===== src/rtl/disp_scan_ctrl_pkg.sv =====
// Shared constants and helpers for the four-digit multiplexed display path.
package disp_scan_ctrl_pkg;

  localparam int unsigned DIGITS = 4;
  localparam int unsigned NIB_W  = 4;
  localparam logic [3:0]  AN_OFF = 4'b1111;

  typedef enum logic {
    PH_BLANK = 1'b0,
    PH_DRIVE = 1'b1
  } phase_e;

  function automatic logic [3:0] an_onehot_low(input logic [1:0] idx);
    logic [3:0] sel;
    sel = 4'b0001 << idx;
    return ~sel;
  endfunction

endpackage


===== src/rtl/disp_scan_ctrl_if.sv =====
// Host-side load bus plus decoder/anode drive lines of the scan controller.
interface disp_scan_ctrl_if;
  logic [15:0] hexs;
  logic [3:0]  points;
  logic [3:0]  les;
  logic        lzs;
  logic        load;
  logic        busy;
  logic [3:0]  AN;
  logic [3:0]  D;
  logic        LE;
  logic        POINT;
  logic [1:0]  digit;

  modport master (
    output hexs, points, les, lzs, load,
    input  busy, AN, D, LE, POINT, digit
  );

  modport slave (
    input  hexs, points, les, lzs, load,
    output busy, AN, D, LE, POINT, digit
  );
endinterface


===== src/rtl/disp_slot_timer.sv =====
// Slot counter, digit index and BLANK/DRIVE phase of each digit slot.
module disp_slot_timer
  import disp_scan_ctrl_pkg::*;
#(
  parameter int unsigned      CNT_W     = 16,
  parameter logic [CNT_W-1:0] DIV       = 16'd50000,
  parameter logic [CNT_W-1:0] BLANK_CYC = 16'd500
) (
  input  logic       clk_i,
  input  logic       rst_i,
  output logic [1:0] digit_o,
  output logic       blank_o,
  output logic       frame_start_o
);

  localparam logic [CNT_W-1:0] LAST = CNT_W'(DIV - 1);

  logic [CNT_W-1:0] cnt_q, cnt_d;
  logic [1:0]       digit_q, digit_d;
  phase_e           phase_q, phase_d;
  logic             wrap_s;

  always_ff @(posedge clk_i) begin
    if (rst_i) begin
      cnt_q   <= '0;
      digit_q <= 2'd0;
      phase_q <= PH_BLANK;
    end else begin
      cnt_q   <= cnt_d;
      digit_q <= digit_d;
      phase_q <= phase_d;
    end
  end

  always_comb begin
    wrap_s = (cnt_q == LAST);
    if (wrap_s) begin
      cnt_d   = '0;
      digit_d = digit_q + 2'd1;
    end else begin
      cnt_d   = cnt_q + 1'b1;
      digit_d = digit_q;
    end
    if (cnt_d < BLANK_CYC) begin
      phase_d = PH_BLANK;
    end else begin
      phase_d = PH_DRIVE;
    end
  end

  // frame_start fires in the last cycle of digit 3, so the buffer swap lands on the wrap edge
  always_comb begin
    blank_o       = (phase_q == PH_BLANK);
    digit_o       = digit_q;
    frame_start_o = wrap_s && (digit_q == 2'd3);
  end

endmodule


===== src/rtl/disp_scan_ctrl.sv =====
// Four-digit scan controller: double-buffered value, blank window, leading-zero suppression.
module disp_scan_ctrl
  import disp_scan_ctrl_pkg::*;
#(
  parameter int unsigned      CNT_W     = 16,
  parameter logic [CNT_W-1:0] DIV       = 16'd50000,
  parameter logic [CNT_W-1:0] BLANK_CYC = 16'd500
) (
  input  logic             clk,
  input  logic             rst,
  disp_scan_ctrl_if.slave  bus
);

  logic [1:0] digit_s;
  logic       blank_s;
  logic       frame_start_s;

  disp_slot_timer #(
    .CNT_W     (CNT_W),
    .DIV       (DIV),
    .BLANK_CYC (BLANK_CYC)
  ) u_timer (
    .clk_i         (clk),
    .rst_i         (rst),
    .digit_o       (digit_s),
    .blank_o       (blank_s),
    .frame_start_o (frame_start_s)
  );

  logic [DIGITS*NIB_W-1:0] pend_hex_q, pend_hex_d, act_hex_q, act_hex_d;
  logic [DIGITS-1:0]       pend_pts_q, pend_pts_d, act_pts_q, act_pts_d;
  logic [DIGITS-1:0]       pend_les_q, pend_les_d, act_les_q, act_les_d;
  logic                    busy_q, busy_d;
  logic [3:0]              an_q, an_d;
  logic [NIB_W-1:0]        d_q, d_d;
  logic                    le_q, le_d, pt_q, pt_d;
  logic [DIGITS-1:0]       zero_up_s;
  logic                    suppressed_s;

  // Frame swap is applied before a same-cycle load, so that load stays pending
  always_comb begin
    pend_hex_d = pend_hex_q;
    pend_pts_d = pend_pts_q;
    pend_les_d = pend_les_q;
    act_hex_d  = act_hex_q;
    act_pts_d  = act_pts_q;
    act_les_d  = act_les_q;
    busy_d     = busy_q;
    if (frame_start_s && busy_q) begin
      act_hex_d = pend_hex_q;
      act_pts_d = pend_pts_q;
      act_les_d = pend_les_q;
      busy_d    = 1'b0;
    end else begin
      busy_d = busy_q;
    end
    if (bus.load) begin
      pend_hex_d = bus.hexs;
      pend_pts_d = bus.points;
      pend_les_d = bus.les;
      busy_d     = 1'b1;
    end else begin
      pend_hex_d = pend_hex_d;
    end
  end

  always_comb begin
    zero_up_s    = '0;
    zero_up_s[3] = (act_hex_q[15:12] == 4'h0);
    zero_up_s[2] = zero_up_s[3] && (act_hex_q[11:8] == 4'h0);
    zero_up_s[1] = zero_up_s[2] && (act_hex_q[7:4] == 4'h0);
    zero_up_s[0] = zero_up_s[1] && (act_hex_q[3:0] == 4'h0);
    suppressed_s = bus.lzs && (digit_s != 2'd0) && zero_up_s[digit_s];
    d_d          = act_hex_q[digit_s*NIB_W +: NIB_W];
    if (blank_s) begin
      an_d = AN_OFF;
      le_d = 1'b0;
      pt_d = 1'b0;
    end else begin
      an_d = an_onehot_low(digit_s);
      le_d = act_les_q[digit_s] && !suppressed_s;
      pt_d = act_pts_q[digit_s];
    end
  end

  always_ff @(posedge clk) begin
    if (rst) begin
      pend_hex_q <= '0;
      pend_pts_q <= '0;
      pend_les_q <= '0;
      act_hex_q  <= '0;
      act_pts_q  <= '0;
      act_les_q  <= '0;
      busy_q     <= 1'b0;
      an_q       <= AN_OFF;
      d_q        <= '0;
      le_q       <= 1'b0;
      pt_q       <= 1'b0;
    end else begin
      pend_hex_q <= pend_hex_d;
      pend_pts_q <= pend_pts_d;
      pend_les_q <= pend_les_d;
      act_hex_q  <= act_hex_d;
      act_pts_q  <= act_pts_d;
      act_les_q  <= act_les_d;
      busy_q     <= busy_d;
      an_q       <= an_d;
      d_q        <= d_d;
      le_q       <= le_d;
      pt_q       <= pt_d;
    end
  end

  assign bus.AN    = an_q;
  assign bus.D     = d_q;
  assign bus.LE    = le_q;
  assign bus.POINT = pt_q;
  assign bus.digit = digit_s;
  assign bus.busy  = busy_q;

endmodule


===== src/flat_wrapper.sv =====
// flat-port wrapper written by rule: the top's interface ports become plain ports
module disp_scan_ctrl_flat import disp_scan_ctrl_pkg::*;
#(
  parameter int unsigned      CNT_W     = 16,
  parameter logic [CNT_W-1:0] DIV       = 16'd50000,
  parameter logic [CNT_W-1:0] BLANK_CYC = 16'd500
)
  (clk, rst, bus_hexs, bus_points, bus_les, bus_lzs, bus_load, bus_busy, bus_AN, bus_D, bus_LE, bus_POINT, bus_digit);
  disp_scan_ctrl_if bus_i ();
  input  logic clk;
  input  logic rst;
  input wire logic [$bits(bus_i.hexs)-1:0] bus_hexs;
  input wire logic [$bits(bus_i.points)-1:0] bus_points;
  input wire logic [$bits(bus_i.les)-1:0] bus_les;
  input wire logic [$bits(bus_i.lzs)-1:0] bus_lzs;
  input wire logic [$bits(bus_i.load)-1:0] bus_load;
  output wire logic [$bits(bus_i.busy)-1:0] bus_busy;
  output wire logic [$bits(bus_i.AN)-1:0] bus_AN;
  output wire logic [$bits(bus_i.D)-1:0] bus_D;
  output wire logic [$bits(bus_i.LE)-1:0] bus_LE;
  output wire logic [$bits(bus_i.POINT)-1:0] bus_POINT;
  output wire logic [$bits(bus_i.digit)-1:0] bus_digit;
  assign bus_i.hexs = bus_hexs;
  assign bus_i.points = bus_points;
  assign bus_i.les = bus_les;
  assign bus_i.lzs = bus_lzs;
  assign bus_i.load = bus_load;
  assign bus_busy = bus_i.busy;
  assign bus_AN = bus_i.AN;
  assign bus_D = bus_i.D;
  assign bus_LE = bus_i.LE;
  assign bus_POINT = bus_i.POINT;
  assign bus_digit = bus_i.digit;
  disp_scan_ctrl #(.CNT_W(CNT_W), .DIV(DIV), .BLANK_CYC(BLANK_CYC)) u_core (.clk(clk), .rst(rst), .bus(bus_i));
endmodule

===== config.mk =====
export PLATFORM = sky130hd
export DESIGN_NAME = disp_scan_ctrl_flat
export DESIGN_NICKNAME = d
export VERILOG_FILES = /design/src/rtl/disp_scan_ctrl_pkg.sv /design/src/rtl/disp_scan_ctrl_if.sv /design/src/rtl/disp_slot_timer.sv /design/src/rtl/disp_scan_ctrl.sv /design/src/flat_wrapper.sv
export SDC_FILE = /design/constraint.sdc
export NUM_CORES = 1
export LEC_CHECK = 0
export ABC_AREA = 1
export BUFFER_PORTS_ARGS = -buffer_cell sky130_fd_sc_hd__buf_2
export CAP_MARGIN = 25
export CORE_MARGIN = 5
export CORE_UTILIZATION = 55
export DETAILED_ROUTE_END_ITERATION = 6
export PLACE_DENSITY = 0.76
export SETUP_SLACK_MARGIN = 0.2
export SLEW_MARGIN = 20
export SYNTH_ARGS = -nofsm -noshare
export SYNTH_HDL_FRONTEND = slang
export SYNTH_SLANG_ARGS = --single-unit

===== constraint.sdc =====
create_clock -name clk -period 3.26 [get_ports clk]
set_input_delay 0.326 -clock clk [delete_from_list [all_inputs] [get_ports clk]]
set_output_delay 0.326 -clock clk [all_outputs]
set_load 0.1 [all_outputs]

**Word-level counts from Yosys, hierarchy flattened**

Index checks and enable logic that the tools add are counted.

- Register bits: 78
- Input bits: 28

- Add/sub/neg operators: 2
- Order comparisons: 2
- Equality and inequality tests: 2
- Shifts and indexed selects: 2
- Muxes and demuxes: 10
- Bitwise logic cells: 2
- Reduce and logical (&&, ||, !) cells: 16

Operator list:

| operator | number |
|---|---|
| $add 16x1->16 const B | 1 |
| $eq 16x16->1 const B | 1 |
| $logic_not 4->1 | 4 |
| $lt 16x9->1 const B | 1 |
| $mux 16 | 1 |
| $shiftx 16x5->4 | 1 |
| $logic_and 1x1->1 | 8 |
| $bmux 1 s2 | 3 |
| $mux 1 | 6 |
| $not 4->4 | 1 |
| $reduce_bool 2->1 | 2 |
| $shl 1x2->4 const A | 1 |
| $lt 2x3->1 const B | 1 |
| $add 2x1->2 const B | 1 |
| $eq 2x2->1 const B | 1 |
| $reduce_or 2->1 | 1 |
| $logic_not 1->1 | 1 |
| $not 1->1 | 1 |

**Logic depth before layout (Yosys ltp)**

Gate-level depths: netlist of run 1.

- Depth after elaboration: 9
- Depth in mapped cells: 12
- Mapped depth without buffers: 12

**Hierarchy**

Synthesis of run 1 repeated with hierarchy kept, for this count alone.

- Cell total of the unflattened synthesis: 454
- Area, all modules: 3,270.6 um2

Modules (own cells, without submodules):

| module | times used | cells each | area each (um2) | seq. area each (um2) |
|---|---|---|---|---|
| disp_scan_ctrl | 1 | 289 | 2,212.1 | 1,181.1 |
| disp_slot_timer | 1 | 165 | 1,058.5 | 380.4 |

**Worst setup path before layout of run 1**

Ideal clock, no wire load.

- Path kind: reg-to-reg
- Start: reg u_core.u_timer.digit_q[0] (netlist: u_core.u_timer.digit_o[0])
- End: reg u_core.le_q (netlist: u_core.bus.LE)
- Arrival time: 2.075 ns
- Data required time: 3.140 ns
- Path slack: 1.065 ns
- Stages on the path, launching flop included: 8
- Buffers on the path: 2
- Cells stage by stage: dfxtp_1 -> clkbuf_1 -> inv_1 -> clkbuf_1 -> ha_1 -> nand3b_1 -> nor3_1 -> a21oi_1

- Longest elaborated chain between the ends: 5
- Elaborated cells between the ends (all ways): 9
- Those cells by class: mux: 4; reduce/logical: 5

RTL lines:

| what | RTL line | text |
|---|---|---|
| start: declaration | disp_slot_timer.sv:19 | `logic [1:0] digit_q, digit_d;` |
| start signal: assignment | disp_slot_timer.sv:30 | `digit_q <= digit_d;` |
| $bmux 1 s2 or $reduce_bool 2->1 (tied branches) | disp_scan_ctrl.sv:73 | `suppressed_s = bus.lzs && (digit_s != 2'd0) && zero_up_s[digit_s];` |
| $mux 1 (not written as such) or $logic_and 1x1->1 (tied branches) | disp_scan_ctrl.sv:73 |  |
| $logic_and 1x1->1 | disp_scan_ctrl.sv:73 |  |
| $logic_not 1->1 | disp_scan_ctrl.sv:81 | `le_d = act_les_q[digit_s] && !suppressed_s;` |
| $logic_and 1x1->1 (*) | disp_scan_ctrl.sv:81 |  |
| end signal: assignment | disp_scan_ctrl.sv:109 | `le_q <= le_d;` |
| end: declaration | disp_scan_ctrl.sv:36 | `logic le_q, le_d, pt_q, pt_d;` |

Every way passes the cells marked *; elsewhere a longest branch is shown, timed or not. The select of a mux whose other input is x is not followed.
A chain may end at the register's enable or synchronous reset.

**Final worst setup path of run 1**

- Start: reg u_core.u_timer.cnt_q[0]
- End: reg u_core.act_hex_q[1]

- Longest elaborated chain between the ends: 3

RTL lines:

| what | RTL line | text |
|---|---|---|
| start: declaration | disp_slot_timer.sv:18 | `logic [CNT_W-1:0] cnt_q, cnt_d;` |
| start signal: assignment | disp_slot_timer.sv:29 | `cnt_q <= cnt_d;` |
| $eq 16x16->1 | disp_slot_timer.sv:36 | `wrap_s = (cnt_q == LAST);` |
| $logic_and 1x1->1 | disp_slot_timer.sv:55 | `frame_start_o = wrap_s && (digit_q == 2'd3);` |
| $logic_and 1x1->1 | disp_scan_ctrl.sv:49 | `if (frame_start_s && busy_q) begin` |
| end signal: assignment | disp_scan_ctrl.sv:103 | `act_hex_q <= act_hex_d;` |
| end: declaration | disp_scan_ctrl.sv:30 | `logic [DIGITS*NIB_W-1:0] pend_hex_q, pend_hex_d, act_hex_q, act_hex_d;` |

No other way between the ends.

==> impl_metrics.csv, run 1 <==
group,metric,value,unit
logic_synthesis,synthTopCellsByCount,"nor2_1 (158), dfxtp_1 (78), nand2_1 (50)",
timing,worstMarginPinSlew,893,ps
cells_and_area,fill_cells,529,
timing,fin_skew,8.50,ps
routing,met1Wirelength,3480,um
cts,numClockSinks,78,
setup_path,critPathKind,"flop to flop",
cells_and_area,nNetsFinal,529,
cts,root_buffer,"clkbuf_8",
logic_synthesis,avgSynthCellArea,7.15,sq um
cts,cts-buffers-inserted,9,
outcome,status,"completed",
grt,grt_pass1_vias,2843,
logic_synthesis,synthTopCellsByArea,"dfxtp_1 (47%), nor2_1 (18%), o21ai_0 (6.2%), nand2_1 (5.7%), nand3_1 (3.5%)",
logic_synthesis,synth_top_area_cell,"dfxtp_1",
routing,wl_met3,396,um
routing,ant_nets,0,
timing,setup_viol,0,
logic_synthesis,synth_top_family_by_area,"simple AND/OR/NAND/NOR gates",
timing,fmax,0.462,GHz
cells_and_area,finish.utilization,0.641,
routing,initialDrtViolationCount,124,
timing,setup_tns,0,ps
floorplan,die_area,0.00762,sq mm
logic_synthesis,synthMuxAreaShare,0,
routing,dr.pass1.iters,5,
grt,grt_pass1_wl,12600,um
logic_synthesis,synth_xor_area_frac,0.0107,
cts,clk_latency,350,ps
placed_design,port_buffers,40,
hold_path,holdCritStartpoint,"bus_hexs[11]",
setup_path,start_kind,"flop",
logic_synthesis,yosys.area_share.adder,0.0190,
grt,grt_antenna_before_repair,0,
cts,cts.clk_slew.worst_paths,80,ps
floorplan,core-area,0.00585,sq mm
logic_synthesis,syn_area,0.00329,sq mm
floorplan,ios,41,
setup_path,r2r_start,"u_core.u_timer.cnt_q[0]",
logic_synthesis,synth_compound_area_frac,0.117,
floorplan,die_w,87.3,um
pwr,vdd_drop_max,0.389,mV
logic_synthesis,postSynthCellCount,460,
cts,postCtsSetupRepairBufs,0,
logic_synthesis,yosysWarnings,0,
logic_synthesis,synth_edf_count,0,
cts,cts_tree,"done",
timing,slew-limit-headroom,0.404,
logic_synthesis,ys.flop_type,"dfxtp_1",
flow_run,drv_cap,0,
pwr,leakage,1.67,nW
cts,htree_levels,3,
timing,drv_slew,0,
logic_synthesis,ys_types,31,
routing,wl_met2,3230,um
routing,wl_per_cell,12.7,um
routing,num_vias,2987,
placed_design,dp.final_hpwl,5100,um
setup_path,worst_ep_required_time,3550,ps
routing,wl,7300,um
setup_path,endpoint_kind,"flop",
setup_path,arrival,2450,ps
logic_synthesis,ys_seq_area_frac,0.475,
cts,cts_resized,0,
setup_path,cp-startpoint,"u_core.u_timer.cnt_q[0]",
floorplan,std_cell_rows,28,
logic_synthesis,synth.most_common_cell,"nor2_1",
routing,drcViolationCount,0,
placed_design,gp_congestion,0.943,
cells_and_area,n_antenna_cell,0,
logic_synthesis,async_reset_ff_frac,0,
pwr,powerDensity,504,mW/mm^2
routing,top_layer,"met4",
cts,ctsHoldBuffers,0,
logic_synthesis,synthSimpleGateAreaFrac,0.317,
grt,grt_overflow,0,
timing,fin_crit_sh,0.664,
cells_and_area,drive_above_1_share,0.138,
logic_synthesis,syn_nets,493,
grt,grt_max_degree,30,
timing,hold_violations,0,
grt,grt_usage,0.208,
timing,rsz0062_at_grt,"false",
floorplan,die_h,87.3,um
floorplan,initial_core_util,0.562,
setup_path,crit_fanout,24,
timing,fin_crit,2160,ps
cts,cts.path.max_buffers,2,
routing,via_per_inst,5.19,
logic_synthesis,synth_top_area_share,0.475,
cells_and_area,syn2layout_area_growth,14.0,%
hold_path,min-delay-path-class,"input port to flop",
logic_synthesis,ys_ff_latch,78,
[final cells by class]
class,count,area [sq um],area share
clock inverter,6,91.3,0.0244
sequential,78,1560,0.417
clock buffer,10,138,0.0367
multi-input combinational,334,1520,0.407
inverter,29,109,0.0290
tap,75,93.8,0.0250
timing repair buffer,44,230,0.0614
[kinds of logic (layout without fill, tap and decap cells)]
logic type / after synthesis / count (layout)
xor gates and xnor gates: 4 / 4
buffers and inverters: 48 / 89
AOI/OAI and AO/OA: 75 / 75
DFF: 78 / 78
adders and majority gates: 5 / 5
and+or+nand+nor: 250 / 250
[final timing paths]
check,end,slack [ps],cells after the start
worst min-delay path,u_core.pend_hex_q[11],190,3
worst max-delay path,u_core.act_hex_q[1],1100,7
worst min register to register,u_core.act_hex_q[14],470,2
worst max register to register,u_core.act_hex_q[1],1100,7
[metrics by stage]
step           power [mW]  setup slack (ps)  instances  hold WS, ps  instance area (sq um)
6_report             1.89              1100        576          195                   3750
5_1_grt              1.97               849        576          186                   3750
4_1_cts              1.90              1060        576          182                   3750
3_5_place_dp         1.09              1100        560          453                   3520
3_3_place_gp         1.09              1190        560          444                   3520
2_1_floorplan        1.06              1070        460          430                   3290
[metal layers]
layer / track usage / vias to the layer above
li1: - / 1550
met1: 0.286 / 1330
met2: 0.309 / 90
met3: 0.0369 / 17
met4: 0.112 / 0
met5: 0 / -
[critical path, cell delays in order (launching register included)]
cell,delay (ps)
dfxtp_1,370
ha_1,260
nand3_2,160
nor2_4,160
nand2_4,100
nor3b_4,750
o21ai_0,190
nor2_1,120
[sequential cells by signal, indices dropped and copies added, names as in the netlist]
name	count
u_core.bus.POINT	1
u_core.act_hex_q	16
u_core.pend_les_q	4
u_core.act_pts_q	4
u_core.act_les_q	4
u_core.u_timer.phase_q	1
u_core.bus.AN	4
u_core.bus.D	4
u_core.pend_hex_q	16
u_core.u_timer.cnt_q	16
u_core.bus.LE	1
u_core.bus.busy	1
u_core.pend_pts_q	4
u_core.u_timer.digit_o	2
[cell usage in the layout (no fill, tap or decap), types with 2 or more instances in the layout]
master,count
nand2_1,50
buf_2,40
nor4_1,4
a21oi_1,11
o21ai_1,20
dfxtp_1,78
o21ai_0,41
nand4_1,6
inv_2,3
nand3_1,23
clkinv_1,2
bufinv_16,2
nor2_1,158
inv_1,24
clkbuf_8,10
buf_4,4
inv_6,2
xor2_1,3
ha_1,5
[where the power goes]
part / internal (mW) / total, mW / switching, mW
Combinational: 0.0296 / 0.0789 / 0.0494
Sequential: 0.976 / 0.991 / 0.0150
Clock: 0.457 / 0.818 / 0.361
Total: 1.46 / 1.89 / 0.425
No activity file was read; power rests on OpenSTA's default activity.
==> run 2, diff against run 1 <==
Clock period 3.26 ns to 2.14 ns, I/O delays scaled along.
==> run 2 against run 1 <==
Against the previous run: core utilization is 0.15 points higher; critical path depth is 3 higher; register-to-register slack worse by 720 ps; worst hold slack worse by 100 ps; fmax is 23% higher; total power is 49% higher; highest routed layer unchanged; die area stayed put; wire length is 0.37% higher; sequential share of layout area hardly changed; final cell count is 0.35% higher; first-iteration DRC count is 0.81% lower.
==> impl_metrics.csv, run 2 (synthesis gave the netlist of run 1 again) <==
group,metric,value,unit
timing,fmax,0.568,GHz
timing,setup_tns,0,ps
pwr,power.internal,2.19,mW
timing,fin_hold_ws,93.1,ps
setup_path,critical_path.cell_chain,"ha_2 -> nand2_1 -> nor2_1 -> nand3_1 -> nand2_1 -> nand3_1 -> nor2_1 -> nand3_1 -> nand2_1 -> inv_1",
setup_path,crit_family,"simple AND/OR/NAND/NOR gates",
placed_design,dp.final_hpwl,5110,um
routing,via_per_inst,5.12,
pwr,p_sw_frac,0.224,
floorplan,initial_core_util,0.562,
pwr,powerDensity,751,mW/mm^2
grt,grt_usage,0.203,
timing,fin_crit,1760,ps
timing,drv_slew,0,
grt,grt_pass1_vias,2724,
routing,drcViolationCount,0,
cells_and_area,mostFrequentLayoutCells,"nor2_1 (158), dfxtp_1 (76), nand2_1 (50)",
timing,hold_violations,0,
routing,num_vias,2958,
timing,slew-limit-headroom,0.673,
flow_run,drv_cap,0,
cts,cts-buffers-inserted,9,
cts,clk_latency,340,ps
setup_path,critPathMaxStageDelay,380,ps
timing,fin_crit_sh,0.823,
cells_and_area,fill_cells,517,
cts,root_buffer,"clkbuf_8",
setup_path,cp-startpoint,"u_core.u_timer.cnt_q[0]",
hold_path,min-delay-path-class,"input port to flop",
floorplan,std_cell_rows,28,
placed_design,port_buffers,40,
setup_path,worst_ep_required_time,2380,ps
cts,htree_levels,3,
cells_and_area,drive_above_1_share,0.145,
cells_and_area,n_antenna_cell,0,
placed_design,place_area,0.00354,sq mm
cts,cts_tree,"done",
floorplan,die_h,87.3,um
timing,setup_ws,379,ps
routing,initialDrtViolationCount,123,
routing,wl_per_cell,12.7,um
placed_design,pre_cts_ws,358,ps
floorplan,die_w,87.3,um
grt,grt_overflow,0,
outcome,status,"completed",
cts,ctsHoldBuffers,0,
floorplan,ios,41,
grt,grt_antenna_before_repair,0,
setup_path,endpoint_kind,"flop",
cts,numClockSinks,78,
pwr,vdd_drop_max,0.545,mV
pwr,seqPwrFrac,0.535,
cells_and_area,nNetsFinal,531,
pwr,leakage,1.67,nW
timing,worstMarginPinSlew,494,ps
grt,grt_max_degree,33,
timing,setup_viol,0,
setup_path,arrival,2000,ps
hold_path,holdCritStartpoint,"bus_hexs[13]",
pwr,power_switching,0.631,mW
floorplan,die_area,0.00762,sq mm
routing,wl,7320,um
grt,grt_pass1_wl,12200,um
setup_path,crit_slowest_cell,"dfxtp_1",
routing,ant_nets,0,
cells_and_area,finish.utilization,0.642,
cells_and_area,fin_area,0.00376,sq mm
setup_path,r2r_start,"u_core.u_timer.cnt_q[0]",
pwr,clkPwrFrac,0.422,
placed_design,gp_congestion,0.961,
pwr,p_comb_frac,0.043,
timing,rsz0062_at_grt,"false",
cells_and_area,largest_registers,"u_core.act_hex_q: 16 flops, u_core.pend_hex_q: 16 flops, u_core.u_timer.cnt_q: 16 flops",
floorplan,core-area,0.00585,sq mm
setup_path,critPathKind,"flop to flop",
routing,dr.pass1.iters,6,
cts,cts.path.max_buffers,2,
setup_path,crit_fanout,5,
cells_and_area,final_common_cell,"nor2_1",
setup_path,path_buf_inv,1,
timing,fin_skew,4.15,ps
setup_path,start_kind,"flop",
cts,cts.clk_slew.worst_paths,80,ps
cells_and_area,syn2layout_area_growth,14.2,%
[run 2: metrics by stage]
stage	power, mW	std cells
after CTS	2.83	578
after global routing	2.94	578
after global placement	1.66	562
after floorplan	1.62	460
final	2.82	578
after detailed placement	1.66	562
[run 2: layout make-up]
type | instances | area (sq um) | share of cell area
Multi-Input combinational cell | 334 | 1530 | 0.406
Inverter | 29 | 109 | 0.0290
Clock buffer | 10 | 128 | 0.0340
Timing Repair Buffer | 46 | 249 | 0.0663
Sequential cell | 78 | 1560 | 0.416
Tap cell | 75 | 93.8 | 0.0250
Clock inverter | 6 | 86.3 | 0.0230
[run 2: what timing repair did]
item,in CTS,in global routing
resized for setup,0,2
buffers inserted,0,0
hold endpoints to repair,0,0
endpoints found under the setup margin,0,10
[run 2: power groups by stage]
stage	Sequential, mW	Clock, mW	Combinational [mW]
6_report	1.51	1.19	0.121
5_1_grt	1.51	1.28	0.141
4_1_cts	1.51	1.20	0.122
3_5_place_dp	1.54	0	0.121
3_3_place_gp	1.54	0	0.119
2_1_floorplan	1.55	0	0.0709
[run 2: worst paths after layout]
kind,to,slack (ps),cells past startpoint
worst max register to register,u_core.u_timer.phase_q,380,10
worst max-delay path,u_core.u_timer.phase_q,380,10
worst min register to register,u_core.u_timer.cnt_q[0],470,1
worst min-delay path,u_core.pend_hex_q[13],90,3
[run 2: worst register-to-register path: stages, from the launching register on]
cell,delay (ps)
dfxtp_1,380
ha_2,250
nand2_1,100
nor2_1,290
nand3_1,130
nand2_1,120
nand3_1,80
nor2_1,130
nand3_1,90
nand2_1,70
inv_1,30
[run 2: metal layers]
layer  wire length [um]  part of all wire  track usage
met5                  0                 0            0
met1               3400              0.46        0.258
met3                399             0.054       0.0435
met4                169             0.023        0.112
met2               3350              0.46        0.321
==> run 3, diff against run 2 <==
Clock period 2.14 ns to 1.75 ns, I/O delays scaled along.
==> run 3 against run 2 <==
Against the previous run: clock-buffer cell count is the same; cell area grew 8.4%; wire length grew 14%; clock skew grew 10 ps; largest power group unchanged; non-clock buffer count grew 19; critical path type unchanged; clock power grew 12%; critical endpoint is now u_core.act_hex_q[12]; worst hold slack lost 69 ps; register-to-register slack lost 210 ps.
==> impl_metrics.csv, run 3 (synthesis gave the netlist of run 1 again) <==
group,metric,value,unit
cells_and_area,drive_above_1_share,0.241,
timing,fin_crit,1580,ps
floorplan,initial_core_util,0.562,
timing,fin_crit_sh,0.901,
grt,grt_antenna_before_repair,0,
floorplan,core-area,0.00585,sq mm
setup_path,crit_family,"buffers and inverters",
cells_and_area,nNetsFinal,550,
setup_path,path_buf_inv,3,
cts,cts-buffers-inserted,9,
setup_path,endpoint_kind,"flop",
timing,slew-limit-headroom,0.674,
setup_path,crit_fanout,6,
timing,worstMarginPinSlew,493,ps
cts,cts.clk_slew.worst_paths,90,ps
grt,grt_max_degree,52,
timing,setup_viol,0,
grt,grt_usage,0.218,
cts,numClockSinks,78,
outcome,status,"completed",
timing,drv_slew,0,
setup_path,cp-startpoint,"u_core.u_timer.cnt_q[1]",
routing,ant_nets,0,
cells_and_area,largest_registers,"u_core.act_hex_q: 16 flops, u_core.pend_hex_q: 16 flops, u_core.u_timer.cnt_q: 16 flops",
routing,dr.pass1.iters,5,
routing,initialDrtViolationCount,212,
setup_path,arrival,1840,ps
setup_path,cpMostUsedCell,"nor2_1",
cts,cts_tree,"done",
placed_design,port_buffers,40,
timing,rsz0062_at_grt,"true",
cts,htree_levels,3,
setup_path,crit_slowest_cell,"dfxtp_2",
grt,grt_pass1_vias,2842,
routing,wl_per_cell,14.0,um
cts,clk_latency,360,ps
routing,drcViolationCount,0,
timing,setup_tns,0,ps
grt,grt_pass1_wl,13100,um
routing,wl,8330,um
floorplan,die_w,87.3,um
pwr,vdd_drop_max,0.586,mV
setup_path,r2r_start,"u_core.u_timer.cnt_q[1]",
timing,hold_violations,0,
pwr,powerDensity,821,mW/mm^2
floorplan,die_h,87.3,um
routing,via_per_inst,5.33,
setup_path,worst_ep_required_time,2010,ps
cts,root_buffer,"clkbuf_8",
setup_path,start_kind,"flop",
setup_path,critPathMaxStageDelay,370,ps
routing,num_vias,3182,
cells_and_area,final_common_cell,"nor2_1",
floorplan,std_cell_rows,28,
cells_and_area,n_antenna_cell,0,
floorplan,die_area,0.00762,sq mm
timing,setup_ws,173,ps
pwr,leakage,1.82,nW
floorplan,ios,41,
hold_path,min-delay-path-class,"input port to flop",
grt,grt_overflow,0,
placed_design,pre_cts_ws,25.6,ps
flow_run,drv_cap,0,
timing,fin_skew,14.6,ps
cts,ctsHoldBuffers,0,
cells_and_area,syn2layout_area_growth,23.9,%
hold_path,holdCritStartpoint,"bus_hexs[15]",
timing,fmax,0.634,GHz
setup_path,critPathKind,"flop to flop",
cells_and_area,mostFrequentLayoutCells,"nor2_1 (144), dfxtp_1 (66), nand2_1 (48)",
placed_design,dp.final_hpwl,5350,um
setup_path,critical_path.cell_chain,"ha_4 -> nand3_4 -> buf_4 -> nor2_2 -> nand4_1 -> buf_6 -> clkbuf_16 -> nor2_1 -> nor2_1",
placed_design,gp_congestion,0.954,
cts,cts.path.max_buffers,2,
run 3: cell types whose count changed in the layout (fill, tap and decap cells not counted), sizes merged:
cell / change
clkbuf: +2
clkinv: -1
clkinvlp: +1
buf: +17
inv: +2
bufinv: -2
run 3: cell type report:
cell class	count	area, sq um
clock inverter	6	52.6
inverter	29	113
clock buffer	10	149
fill	512	1780
multi-input combinational	334	1630
timing repair buffer	65	449
tap	75	93.8
sequential	78	1590
run 3: power breakdown:
group	switching (mW)	total, mW	internal, mW
combinational	0.0975	0.164	0.0669
clock	0.714	1.33	0.620
sequential	0.0327	1.85	1.81
run 3: worst reg2reg max path, cell delays in order (launching register included):
cell	delay, ps
dfxtp_2	370
ha_4	160
nand3_4	100
buf_4	150
nor2_2	100
nand4_1	130
buf_6	170
clkbuf_16	160
nor2_1	100
nor2_1	50
run 3: layer usage:
metal / vias up / routed length [um] / global-route usage
met5: - / 0 / 0
met4: 0 / 220 / 0.0921
met3: 24 / 568 / 0.0653
met2: 113 / 3920 / 0.329
met1: 1457 / 3620 / 0.290
li1: 1588 / - / -
run 3: worst paths after layout:
check                          endpoint  slack, ps  cells past startpoint
setup / recovery   u_core.act_hex_q[12]        170                      9
hold / removal    u_core.pend_hex_q[15]         20                      3
setup reg to reg   u_core.act_hex_q[12]        170                      9
hold reg to reg     u_core.act_hex_q[1]        490                      2
run 3: what timing repair did:
item / in CTS / in global routing
pin swaps: 4 / 26
setup buffers: 5 / 5
setup endpoints to repair: 23 / 25
gates resized for setup: 15 / 26
gates cloned: 1 / 3
run 3: metrics by stage:
step	hold slack [ps]	cells	instance area, sq um	utilization	total power, mW
floorplan	310	460	3350	-	1.98
global placement	395	567	3610	0.616	2.04
detailed placement	402	567	3610	0.616	2.04
CTS	12.9	589	3890	0.665	3.37
global route	6.50	597	4070	0.696	3.49
finish	24.3	597	4070	0.696	3.35
